[config.mk]
export PLATFORM = sky130hd
export DESIGN_NAME = cbfp1_sf_sched
export DESIGN_NICKNAME = d
export VERILOG_FILES = /design/src/rtl/cbfp_pkg.sv /design/src/rtl/sf_occ_counter.sv /design/src/rtl/cbfp1_sf_sched.sv
export SDC_FILE = /design/constraint.sdc
export NUM_CORES = 1
export LEC_CHECK = 0
export ABC_AREA = 1
export ABC_CLOCK_PERIOD_IN_PS = 1650
export BUFFER_PORTS_ARGS = -buffer_cell sky130_fd_sc_hd__buf_4
export CAP_MARGIN = 5
export CORE_MARGIN = 4
export CORE_UTILIZATION = 40
export CTS_BUF_LIST = sky130_fd_sc_hd__clkbuf_16
export CTS_CLUSTER_SIZE = 8
export DETAILED_ROUTE_END_ITERATION = 10
export MAX_ROUTING_LAYER = met4
export SLEW_MARGIN = 40
export SYNTH_ARGS = -nofsm -noshare
export SYNTH_HDL_FRONTEND = slang
export SYNTH_SLANG_ARGS = --single-unit
export TNS_END_PERCENT = 50
[constraint.sdc]
create_clock -name clk -period 1.65 [get_ports clk]
set_input_delay 0.4125 -clock clk [delete_from_list [all_inputs] [get_ports clk]]
set_output_delay 0.4125 -clock clk [all_outputs]
set_load 0.02 [all_outputs]
[src/rtl/cbfp_pkg.sv]
// Shared CBFP definitions: scale-factor buffer geometry and scheduler state encoding.
`default_nettype none

package cbfp_pkg;

  typedef enum logic [1:0] {
    IDLE  = 2'd0,
    FILL  = 2'd1,
    DRAIN = 2'd2
  } sf_sched_state_e;

  localparam int CBFP1_SF_DEPTH = 512;
  localparam int CBFP1_SF_SLOT  = 32;
  localparam int CBFP1_SF_SLOTS = CBFP1_SF_DEPTH / CBFP1_SF_SLOT;

endpackage

`default_nettype wire

[src/rtl/sf_occ_counter.sv]
// Up/down counter with full/empty flags; simultaneous inc+dec holds the count.
// WRAP=1 turns it into a free-running modulo-2^W pointer mirror.
`default_nettype none

module sf_occ_counter #(
  parameter int W    = 5,
  parameter int MAX  = 16,
  parameter bit WRAP = 1'b0
) (
  input  logic         clk,
  input  logic         rstn,
  input  logic         inc_i,
  input  logic         dec_i,
  output logic [W-1:0] cnt_o,
  output logic [W-1:0] nxt_o,
  output logic         full_o,
  output logic         empty_o
);

  localparam logic [W-1:0] MAX_L = W'(MAX);

  logic [W-1:0] cnt_q, cnt_d;

  always_comb begin
    cnt_d = cnt_q;
    if (inc_i && !dec_i) begin
      if (WRAP || (cnt_q != MAX_L)) cnt_d = cnt_q + 1'b1;
    end else if (dec_i && !inc_i) begin
      if (WRAP || (cnt_q != '0)) cnt_d = cnt_q - 1'b1;
    end
  end

  always_ff @(posedge clk) begin
    if (!rstn) cnt_q <= '0;
    else       cnt_q <= cnt_d;
  end

  assign cnt_o   = cnt_q;
  assign nxt_o   = cnt_d;
  assign full_o  = (cnt_q == MAX_L);
  assign empty_o = (cnt_q == '0);

endmodule

`default_nettype wire

[src/rtl/cbfp1_sf_sched.sv]
// CBFP1 scale-factor buffer scheduler: push/pop strobes, slot mirrors, start threshold.
// Optional CBFP1_SF_SCHED_STATS_EN adds frame_count and stall_count outputs.
`default_nettype none

module cbfp1_sf_sched
  import cbfp_pkg::*;
#(
  parameter int DEPTH        = CBFP1_SF_DEPTH,
  parameter int SLOT         = CBFP1_SF_SLOT,
  parameter int SLOTS        = DEPTH / SLOT,
  parameter int SLOT_W       = 5,
  parameter int START_THRESH = 16,
  parameter int FRAME_SLOTS  = 16
) (
  input  logic              clk,
  input  logic              rstn,
  input  logic              in_valid,
  output logic              in_ready,
  output logic              push2,
  input  logic              sf_ready,
  output logic              pop,
  output logic              sf_valid,
  output logic              frame_done,
  output logic [SLOT_W-1:0] occ,
  output logic              busy,
  output logic              ovf_err
`ifdef CBFP1_SF_SCHED_STATS_EN
  ,
  output logic [15:0]       frame_count,
  output logic [15:0]       stall_count
`endif
);

  localparam int PTR_W = (SLOTS > 1) ? $clog2(SLOTS) : 1;
  localparam int FC_W  = (FRAME_SLOTS > 1) ? $clog2(FRAME_SLOTS) : 1;
  localparam logic [SLOT_W-1:0] THRESH_L   = SLOT_W'(START_THRESH);
  localparam logic [FC_W-1:0]   FRAME_LAST = FC_W'(FRAME_SLOTS - 1);

  sf_sched_state_e   state_q, state_d;
  logic [FC_W-1:0]   frame_cnt_q, frame_cnt_d;
  logic              sf_valid_q;
  logic              ovf_err_q;

  logic [SLOT_W-1:0] w_occ, w_occ_nxt;
  logic              w_full, w_empty;
  logic [PTR_W-1:0]  w_wr_slot, w_rd_slot;
  logic [PTR_W-1:0]  w_wr_nxt, w_rd_nxt;
  logic              w_wr_full, w_wr_empty, w_rd_full, w_rd_empty;
  logic              w_unused;

  sf_occ_counter #(.W(SLOT_W), .MAX(SLOTS), .WRAP(1'b0)) u_occ (
    .clk(clk), .rstn(rstn), .inc_i(push2), .dec_i(pop),
    .cnt_o(w_occ), .nxt_o(w_occ_nxt), .full_o(w_full), .empty_o(w_empty)
  );

  // Slot-granular mirrors of the buffer's 9-bit pointers (advance by SLOT entries).
  sf_occ_counter #(.W(PTR_W), .MAX(SLOTS - 1), .WRAP(1'b1)) u_wr_slot (
    .clk(clk), .rstn(rstn), .inc_i(push2), .dec_i(1'b0),
    .cnt_o(w_wr_slot), .nxt_o(w_wr_nxt), .full_o(w_wr_full), .empty_o(w_wr_empty)
  );

  sf_occ_counter #(.W(PTR_W), .MAX(SLOTS - 1), .WRAP(1'b1)) u_rd_slot (
    .clk(clk), .rstn(rstn), .inc_i(pop), .dec_i(1'b0),
    .cnt_o(w_rd_slot), .nxt_o(w_rd_nxt), .full_o(w_rd_full), .empty_o(w_rd_empty)
  );

  assign w_unused = ^{w_wr_slot, w_rd_slot, w_wr_nxt, w_rd_nxt,
                      w_wr_full, w_wr_empty, w_rd_full, w_rd_empty};

  assign pop        = (state_q == DRAIN) && !w_empty && sf_ready;
  assign in_ready   = !w_full || pop;
  assign push2      = in_valid && in_ready;
  assign frame_done = pop && (frame_cnt_q == FRAME_LAST);

  always_comb begin
    state_d     = state_q;
    frame_cnt_d = frame_cnt_q;
    case (state_q)
      IDLE: begin
        if (push2) state_d = (w_occ_nxt >= THRESH_L) ? DRAIN : FILL;
      end
      FILL: begin
        if (w_occ_nxt >= THRESH_L) state_d = DRAIN;
      end
      DRAIN: begin
        if (frame_done) begin
          frame_cnt_d = '0;
          if ((w_occ_nxt == '0) && !push2) state_d = IDLE;
          else if (w_occ_nxt < THRESH_L)   state_d = FILL;
        end else if (pop) begin
          frame_cnt_d = frame_cnt_q + 1'b1;
        end
      end
      default: state_d = IDLE;
    endcase
  end

  always_ff @(posedge clk) begin
    if (!rstn) begin
      state_q     <= IDLE;
      frame_cnt_q <= '0;
      sf_valid_q  <= 1'b0;
      ovf_err_q   <= 1'b0;
    end else begin
      state_q     <= state_d;
      frame_cnt_q <= frame_cnt_d;
      sf_valid_q  <= pop;
      if (in_valid && w_full && !pop) ovf_err_q <= 1'b1;
    end
  end

  assign sf_valid = sf_valid_q;
  assign ovf_err  = ovf_err_q;
  assign occ      = w_occ;
  assign busy     = (state_q != IDLE);

`ifdef CBFP1_SF_SCHED_STATS_EN
  logic [15:0] frame_count_q;
  logic [15:0] stall_count_q;

  always_ff @(posedge clk) begin
    if (!rstn) begin
      frame_count_q <= '0;
      stall_count_q <= '0;
    end else begin
      if (frame_done) frame_count_q <= frame_count_q + 16'd1;
      if ((state_q == DRAIN) && !w_empty && !sf_ready && (stall_count_q != 16'hFFFF))
        stall_count_q <= stall_count_q + 16'd1;
    end
  end

  assign frame_count = frame_count_q;
  assign stall_count = stall_count_q;
`endif

  a_occ_range: assert property (@(posedge clk) disable iff (!rstn) w_occ <= SLOT_W'(SLOTS));

endmodule

`default_nettype wire
Word-level counts from Yosys, hierarchy flattened
Index checks and enable logic that the tools add are counted.
{ "classes": {"n_bitwise": 0, "mux": 13, "eq_ne": 9, "multipliers": 0, "n_addsub": 3, "div": 0, "reduce_logical": 22, "order_cmp": 2, "n_shift": 0} }
{ "ops": {"columns": ["cell", "n"], "rows": [
  ["$mux 5", 4],
  ["$mux 2", 6],
  ["$logic_not 5->1", 2],
  ["$logic_and 1x1->1", 9],
  ["$mux 4", 2],
  ["$pmux 2 s3", 1],
  ["$add 5x1->5 const B", 1],
  ["$eq 5x5->1 const B", 1],
  ["$ge 5x5->1 const B", 1],
  ["$lt 5x5->1 const B", 1],
  ["$ne 5x5->1 const B", 1],
  ["$reduce_bool 5->1", 1],
  ["$sub 5x1->5 const B", 1],
  ["$add 4x1->4 const B", 1],
  ["$eq 4x4->1 const B", 1],
  ["$logic_not 1->1", 4],
  ["$ne 2x2->1 const B", 2],
  ["$reduce_and 4->1", 1],
  ["$reduce_bool 2->1", 2],
  ["$ne 3x1->1 const B", 1],
  ["$eq 2x1->1 const B", 1],
  ["$eq 2x2->1 const B", 1],
  ["$logic_not 2->1", 1],
  ["$ne 2x1->1 const B", 1],
  ["2 further kinds", 2]
]} }
{ "totals": {"inputBits": 4, "rom_bits": 0, "mem_count": 0, "mem_bits_rw": 0, "out_inout_bits": 12, "latchBits": 0, "register_bits": 13, "elab_cells": 54} }

Depth between registers and ports, before layout
{ "depth": {"depth_word": 15, "ltp_mapped": 14, "depth_no_buf": 14} }

Modules after synthesis
A second synthesis with hierarchy kept.
{ "hier_totals": {"hier_cells": 133, "area_unflattened_um2": 889.6} }
{ "modules_own_cells": {"columns": ["mod", "seq_area_each_um2", "n_inst", "cells_each", "area_each_um2"], "rows": [
  ["sf_occ_counter", 100.1, 1, 70, 451.7],
  ["cbfp1_sf_sched", 160.2, 1, 63, 437.9]
]} }

Worst setup path before layout
Ideal clock, no wire load.
{ "synth_path": {"kind": "register -> output", "from": "register u_occ.cnt_q[0], in the netlist u_occ.cnt_o[0]", "to": "output port frame_done", "required_time_ps": 1237, "n_path_buf": 0, "arrival_time_ps": 1459, "stages_incl_launch_ff": 8, "slack_ps": -221, "path_cell_list": "dfxtp_1 -> inv_1 -> ha_1 -> nand3_4 -> nand2_4 -> nor3_2 -> nand2_1 -> inv_1"} }
{ "synth_via": {"elab_chain_cells": 5} }
{ "synth_rtl": {"columns": ["item", "line", "rtl"], "rows": [
  ["from (decl)", "sf_occ_counter.sv:22", "logic [W-1:0] cnt_q, cnt_d;"],
  ["from (signal assigned)", "sf_occ_counter.sv:35", "else cnt_q <= cnt_d;"],
  ["$logic_not 5->1", "sf_occ_counter.sv:41", "assign empty_o = (cnt_q == '0);"],
  ["$logic_not 1->1", "cbfp1_sf_sched.sv:70", "assign pop = (state_q == DRAIN) && !w_empty && sf_ready;"],
  ["$logic_and 1x1->1 (2 in series)", "cbfp1_sf_sched.sv:70", null],
  ["$logic_and 1x1->1", "cbfp1_sf_sched.sv:73", "assign frame_done = pop && (frame_cnt_q == FRAME_LAST);"],
  ["to (decl)", "cbfp1_sf_sched.sv:23", "output logic frame_done,"]
]} }
Every way passes these cells.

Worst setup path after layout
Ends and elaborated chain as after synthesis.

==> reports/metrics.csv <==
metric;value;unit
start_util;42.7;%
cp.arrival;1.42;ns
yosys_warnings;0;
die_h;54.0;um
synth_top_area_cell;dfxtp_1;
hold_viol;0;
finalWeightedCongestion;0.840;
htreeDepth;1;
drv_cap;0;
num-nets-final;177;
core-area;0.00198;mm^2
fin_crit_sh;111;%
status;finished with violations;
via_per_inst;4.65;
die_area;0.00291;mm^2
finalCriticalPeriod;1.83;ns
fin_worst_skew;0.00454;ns
detail-route-antenna-nets;0;
hpwlAfterDp;1690;um
cp_data_required_time;1.24;ns
holdCritPathClass;input pin to flop;
tightest_slew;0.358;ns
grt_max_degree;11;
clk_latency;0.25;ns
post_dp_cell_area;0.00113;mm^2
ys_ff_latch;13;
fin_ws;-0.178;ns
vdd_ir_drop_max;638;uV
path_class;flop to output pin;
synth_area_leaders;dfxtp_1 (31%), nand2_1 (12%), inv_1 (8.4%), nor2_1 (7.1%), ha_1 (4.4%);
clockBufferDepth;2;
synth_area_per_cell;6.82;um^2
post-place-ws;-0.0917;ns
antenna_found_initial;0;
drt_wl_total;2340;um
cts_root_buffer;clkbuf_16;
slew_headroom;76.0;%
area.growth.synth_to_final;61.4;%
synth_ff_type;dfxtp_1;
place_inst;184;
synth_top_area_share;30.8;%
fin_cells;196;
startpoint_type;flop;
fin_util;68.9;%
die_width;54.0;um
power.density;713;mW/mm^2
setup_viol;5;
drc_errors;0;
syn_nets;131;
leakage;0.667;nW
num_vias;912;
grt.total_usage;19.3;%
wire_per_inst;11.9;um
end_kind;output pin;
synth_seq_area_share;30.8;%
critPathMaxFanout;4;
clk_pin_slew;0.05;ns
ys_top_cells_by_count;nand2_1 (26), inv_1 (19), nor2_1 (16), dfxtp_1 (13), nand3_1 (7);
synthArstFlopShare;0;%
first_pass_iters;5;
drv_slew;0;
diodes;0;
fmax;547;MHz
synth_cell_types;25;
totalPowerFinal;0.974;mW
fillers;167;
rsz0062_at_grt;true;
synthMostInstantiatedCell;nand2_1;
fin_area;0.00137;mm^2
numCtsBuffers;3;
violations;negative setup slack;
synth_edf_count;0;
grt_pass1_wl;3860;um
cts_tree;done;
synthCells;124;
drive_gt1_share;47.9;%
overflow;0;
num_io_pins;16;
rows;16;
synth_area;846;um^2
cts_num_sinks;13;
port-buffer-count;15;
hold-worst-slack;0.436;ns
drtIter0Drc;25;
tns;-0.595;ns
grt_pass1_vias;934;
## cell usage in the layout, fill, tap and decap left out, drive strengths merged
cell type,synthesis,final
nand2,30,30
nor3,2,2
nor2,20,20
nand4,3,3
a211oi,1,1
o21ai,8,8
a21oi,6,6
clkinv,1,1
or2,1,1
buf,0,41
xor2,3,3
dfxtp,13,13
ha,3,3
a41oi,1,1
nand3,10,10
inv,22,23
clkbuf,0,3
## sequential cells by signal, indices dropped and copies added, names as in the netlist
name         flops
state_q          2
u_occ.cnt_o      5
frame_cnt_q      4
ovf_err          1
sf_valid         1
## per-layer routing
layer  track usage (%)  wire length (um)  up-vias
met5                 -                 0        -
met4              7.47                29        0
met3              6.09                82        4
met2              32.9              1260       14
met1              20.8               968      412
li1                  -                 -      482
## worst paths after layout
path	end	cells past startpoint	slack [ns]	startpoint
setup / recovery	frame_done	8	-0.18	u_occ.cnt_o[0]
hold / removal	frame_cnt_q[1]	3	0.44	rstn
setup reg to reg	state_q[0]	15	-0.07	u_occ.cnt_o[0]
hold reg to reg	ovf_err	2	0.48	ovf_err
## repair_timing
action,CTS,global route
pin swaps,3,12
setup endpoints to repair,5,6
hold buffers,0,0
endpoints found under the hold margin,0,0
buffers inserted,3,5
gates resized for setup,14,14
## final cells by class
type | count | area, um^2 | area share [%]
timing repair buffer | 41 | 323 | 23.6
inverter | 23 | 88.8 | 6.51
tap | 27 | 33.8 | 2.47
multi-input combinational | 88 | 577 | 42.3
sequential | 13 | 264 | 19.3
clock inverter | 1 | 3.75 | 0.275
clock buffer | 3 | 75.1 | 5.50
## where the power goes
| group | internal (mW) | total (mW) | leakage [nW] | switching (mW) |
|---|---|---|---|---|
| clock network | 0.321 | 0.465 | 0.0423 | 0.144 |
| logic | 0.0864 | 0.179 | 0.519 | 0.0928 |
| registers | 0.323 | 0.330 | 0.106 | 0.00602 |
## critical path, stage by stage (launching register included)
cell	delay, ns
dfxtp_2	0.33
inv_2	0.05
ha_4	0.17
nand3_4	0.10
nand2_4	0.08
nor3_4	0.19
nand2_2	0.08
inv_2	0.07
buf_6	0.11
## kinds of logic after synthesis
family / count (synthesis) / synth area share [%]
buf+inv: 23 / 10.2
compound gates: 16 / 10.7
xor+xnor: 3 / 3.11
flops: 13 / 30.8
simple gates: 66 / 40.8
fa+ha+maj: 3 / 4.44
Power figures use the tool's default switching activity.
